<file path="src/rtl/param_fifo.sv">
// Single-clock FIFO with registered occupancy, watermark flags and overflow/underflow pulses.
// Define FIFO_FWFT_EN for first-word-fall-through reads; default is a registered read port.
module param_fifo #(
    parameter int DWIDTH        = 32,
    parameter int DEPTH         = 16,
    parameter int AFULL_THRESH  = 12,
    parameter int AEMPTY_THRESH = 4,
    localparam int ADDR_W       = $clog2(DEPTH)
) (
    input  logic              aclk,
    input  logic              areset,
    input  logic              push,
    input  logic [DWIDTH-1:0] push_data,
    input  logic              pop,
    output logic [DWIDTH-1:0] pop_data,
    output logic              pop_valid,
    output logic              empty,
    output logic              full,
    output logic              almost_empty,
    output logic              almost_full,
    output logic [ADDR_W:0]   level,
    output logic              overflow,
    output logic              underflow
);

    localparam logic [ADDR_W:0] AFULL_L  = (ADDR_W+1)'(AFULL_THRESH);
    localparam logic [ADDR_W:0] AEMPTY_L = (ADDR_W+1)'(AEMPTY_THRESH);

    logic [DWIDTH-1:0] mem [DEPTH];

    logic [ADDR_W:0] wr_ptr_q, wr_ptr_d;
    logic [ADDR_W:0] rd_ptr_q, rd_ptr_d;
    logic [ADDR_W:0] level_q, level_d;
    logic            empty_q, empty_d;
    logic            full_q, full_d;
    logic            aempty_q, aempty_d;
    logic            afull_q, afull_d;
    logic            overflow_q, underflow_q;
    logic            push_acc, pop_acc;

    // Acceptance looks only at the registered flags, so a pop cannot make room for a push in the same cycle.
    assign push_acc = push & ~full_q;
    assign pop_acc  = pop & ~empty_q;

    always_comb begin
        wr_ptr_d = wr_ptr_q;
        rd_ptr_d = rd_ptr_q;
        if (push_acc) wr_ptr_d = wr_ptr_q + 1'b1;
        if (pop_acc)  rd_ptr_d = rd_ptr_q + 1'b1;
        level_d  = wr_ptr_d - rd_ptr_d;
        empty_d  = (wr_ptr_d == rd_ptr_d);
        full_d   = (wr_ptr_d[ADDR_W-1:0] == rd_ptr_d[ADDR_W-1:0]) &&
                   (wr_ptr_d[ADDR_W] != rd_ptr_d[ADDR_W]);
        aempty_d = (level_d <= AEMPTY_L);
        afull_d  = (level_d >= AFULL_L);
    end

    always_ff @(posedge aclk or posedge areset) begin
        if (areset) begin
            wr_ptr_q    <= '0;
            rd_ptr_q    <= '0;
            level_q     <= '0;
            empty_q     <= 1'b1;
            full_q      <= 1'b0;
            aempty_q    <= 1'b1;
            afull_q     <= 1'b0;
            overflow_q  <= 1'b0;
            underflow_q <= 1'b0;
        end else begin
            wr_ptr_q    <= wr_ptr_d;
            rd_ptr_q    <= rd_ptr_d;
            level_q     <= level_d;
            empty_q     <= empty_d;
            full_q      <= full_d;
            aempty_q    <= aempty_d;
            afull_q     <= afull_d;
            overflow_q  <= push & full_q;
            underflow_q <= pop & empty_q;
        end
    end

    // Storage is deliberately left unreset.
    always_ff @(posedge aclk) begin
        if (push_acc) mem[wr_ptr_q[ADDR_W-1:0]] <= push_data;
    end

`ifdef FIFO_FWFT_EN
    assign pop_data  = empty_q ? '0 : mem[rd_ptr_q[ADDR_W-1:0]];
    assign pop_valid = ~empty_q;
`else
    logic [DWIDTH-1:0] pop_data_q;
    logic              pop_valid_q;

    always_ff @(posedge aclk or posedge areset) begin
        if (areset) begin
            pop_data_q  <= '0;
            pop_valid_q <= 1'b0;
        end else begin
            pop_valid_q <= pop_acc;
            if (pop_acc) pop_data_q <= mem[rd_ptr_q[ADDR_W-1:0]];
        end
    end

    assign pop_data  = pop_data_q;
    assign pop_valid = pop_valid_q;
`endif

    assign empty        = empty_q;
    assign full         = full_q;
    assign almost_empty = aempty_q;
    assign almost_full  = afull_q;
    assign level        = level_q;
    assign overflow     = overflow_q;
    assign underflow    = underflow_q;

endmodule

</file>
<file path="config.mk">
export PLATFORM = sky130hd
export DESIGN_NAME = param_fifo
export DESIGN_NICKNAME = d
export VERILOG_FILES = /design/src/rtl/param_fifo.sv
export SDC_FILE = /design/constraint.sdc
export NUM_CORES = 1
export LEC_CHECK = 0
export CORE_MARGIN = 5
export CORE_UTILIZATION = 50
export CTS_CLUSTER_SIZE = 40
export DETAILED_ROUTE_END_ITERATION = 10
export GPL_ROUTABILITY_DRIVEN = 0
export PLACE_DENSITY = 0.75
export REMOVE_ABC_BUFFERS = 1
export SLEW_MARGIN = 20
export SYNTH_ARGS = -nofsm -noshare
export SYNTH_HDL_FRONTEND = slang
export SYNTH_SLANG_ARGS = --single-unit
</file>
<file path="constraint.sdc">
create_clock -name aclk -period 2.41 [get_ports aclk]
set_input_delay 0.482 -clock aclk [delete_from_list [all_inputs] [get_ports aclk]]
set_output_delay 0.482 -clock aclk [all_outputs]
set_load 0.1 [all_outputs]
</file>
==> impl_metrics.yaml <==
run_status:
  status: "completed"
grt:
  grt_start_max_net_pins: 55
  grt_pass1_vias: 10340
  track_usage_pct: 19.37
  antenna_found_initial: 2
  grt_first_pass_wirelength_um: 67790
  gr-total-overflow: 0
floorplan:
  die-area_mm2: 0.04723
  num_io_pins: 80
  core-area_mm2: 0.04279
  fp-row-count: 76
  die_y_um: 217.3
  die_w_um: 217.3
  initial_core_util_pct: 50.23
worst_setup_path:
  path_class: "reg -> reg"
  crit_path_start_kind: "register"
  worstPathArrival_ps: 2800
  slowest_stage: "mux4_2"
  worstPathCellList: "buf_12 > buf_12 > mux4_2 > mux4_2 > mux2_2"
  endpoint_kind: "register"
  required_ps: 2880
  cp_slowest_stage_delay_ps: 530
  cp_max_fo: 19
route:
  first_pass_iters: 5
  drc: 0
  viasPerCell: 5.886
  drtIter0Drc: 1045
  antenna_left: 0
  wl_per_cell_um: 26.96
  via_count: 9717
  wirelength_um: 44520
pwr:
  power_density_mw_per_mm2: 1310
  p_leak_uw: 0.008521
  ir_drop_mv: 1.170
  p_total_uw: 33580
layout:
  area_delta_synth_final_pct: 19.24
  multi_input_area_mm2: 0.004507
  fill_cells: 2897
  register_area_mm2: 0.01674
  design_area_mm2: 0.02563
  nets: 1106
  insertedDiodeCount: 0
  layout-drive-gt1-share_pct: 38.37
synthesis:
  synth-async-reset-ratio_pct: 9.541
  syn_avg_cell_area_um2: 24.34
  ys_types: 26
  syn_area_mm2: 0.02149
  ys_seq_area_share_pct: 77.84
  ys_warn_count: 0
  synth_edf_count: 512
  netlist_instances: 883
  yosys_most_used_dff: "edfxtp_1"
  synth-seq-cells: 566
clock_tree:
  cts_inserted_buffers: 54
  cts_resized: 0
  h-tree-depth: 2
  cts_root_buf: "clkbuf_16"
  path_clk_slew_ps: 60
  clockBufferDepth: 3
  postCtsHoldBufs: 0
  tritoncts: "built"
  clk_latency_ps: 590
  cts_sinks: 566
  cts_setup_buffers: 0
timing:
  clock.fmax_mhz: 428.3
  tightest_slew_ps: 579.2
  setup_viol: 0
  hold_viol: 0
  fin_crit_ps: 2335
  max_slew_margin_pct: 61.26
  hold_ws_ps: 273.2
  fin_skew_ps: 12.79
  post-route-period-util_pct: 96.89
  drv_slew: 0
place:
  io_buffers: 79
  place_area_mm2: 0.02384
  hpwl_um: 26120
flow_run:
  maxCapViolations: 0
worst_hold_path:
  hold_class: "in -> async"
-- worst paths after layout --
| path | from | end | slack, ps | depth (start not counted) |
|---|---|---|---|---|
| worst max-delay path | rd_ptr_q[0] | pop_data[5] | 80 | 5 |
| worst min-delay path | areset | pop_data[31] | 270 | 3 |
| worst max register to register | rd_ptr_q[0] | pop_data[5] | 80 | 5 |
| worst min register to register | pop_data[30] | pop_data[30] | 500 | 1 |
| max in group asynchronous | areset | almost_empty | 1810 | 3 |
| min in group aclk | pop_data[30] | pop_data[30] | 500 | 1 |
-- critical path, delay by kind of cell, from the launching register on --
family	cells	cell delay, ps
buffers and inverters	2	390
multiplexers	3	1310
flip-flops	1	490
-- stage by stage --
step	setup WS [ps]	setup TNS [ps]	cells	utilization (%)
CTS	58.28	0	1651	59.86
finish	75.03	0	1651	59.89
global placement	-333.7	-17100	1550	55.72
floorplan	-4330	-284340	841	-
global route	-0.5795	-0.5795	1651	59.89
detailed placement	-350.3	-12260	1550	55.72
-- state kept, by name, summed over array words and instances (netlist names), 5 cells and up --
name / cells
level: 5
mem: 512
wr_ptr_q: 5
pop_data: 32
rd_ptr_q: 5
-- cells by family after synthesis --
group / synth area share [%]
buf+inv: 1.316
compound gates: 0.1747
fa+ha+maj: 0.6171
xor+xnor: 0.5298
simple gates: 1.030
mux: 18.50
flops: 77.84
-- routing by layer --
metal	share of wire (%)	up-vias	global-route usage, %
met4	1.7	4	4.592
met1	40	5169	27.74
met5	0.061	-	0
met3	7.4	56	3.937
met2	51	393	31.47
li1	-	4095	-
-- cells in the mapped netlist (all sizes together), types with 5 or more instances --
cell,count,area [µm²]
ha,9,112.6
mux2,33,371.6
edfxtp,512,15370
buf,22,155.2
mux4,160,3603
clkbuf,20,75.07
xnor2,5,43.79
inv,14,52.55
dfrtp,52,1301
xor2,8,70.07
and2,17,106.4
nand2,6,22.52
-- layout make-up --
cell class / count / share of cell area, %
tap: 546 / 2.666
timing repair buffer: 163 / 7.309
sequential: 566 / 65.32
multi-input combinational: 261 / 17.59
clock inverter: 26 / 1.020
inverter: 14 / 0.2051
clock buffer: 75 / 5.898
-- cell usage in the layout, fill, tap and decap left out, types with 2 or more instances in the layout --
cell             instances
a21oi_1                  2
and2_1                   2
and2_2                  15
buf_12                  43
buf_4                   83
bufinv_16                5
clkbuf_1                14
clkbuf_16               55
clkbuf_8                 6
clkdlybuf4s50_1         35
clkinv_1                 8
clkinv_2                 9
dfrtp_1                 48
dfrtp_2                  2
dfrtp_4                  2
dfstp_2                  2
edfxtp_1               512
ha_1                     9
inv_1                   12
inv_2                    2
inv_6                    2
mux2_2                  33
mux4_2                 160
nand2_1                  6
nand3b_1                 2
nand4_1                  4
nor2_1                   4
nor3b_1                  2
o21ai_0                  3
xnor2_1                  5
xor2_1                   8
-- report_power, final --
group / switching, µW / leakage [µW] / internal, µW / total (µW)
clock: 3500 / 0.000871 / 4920 / 8420
combinational: 7120 / 0.00239 / 5350 / 12500
sequential: 522 / 0.00526 / 12200 / 12700
Note: power is estimated with default switching activity, not from simulation.
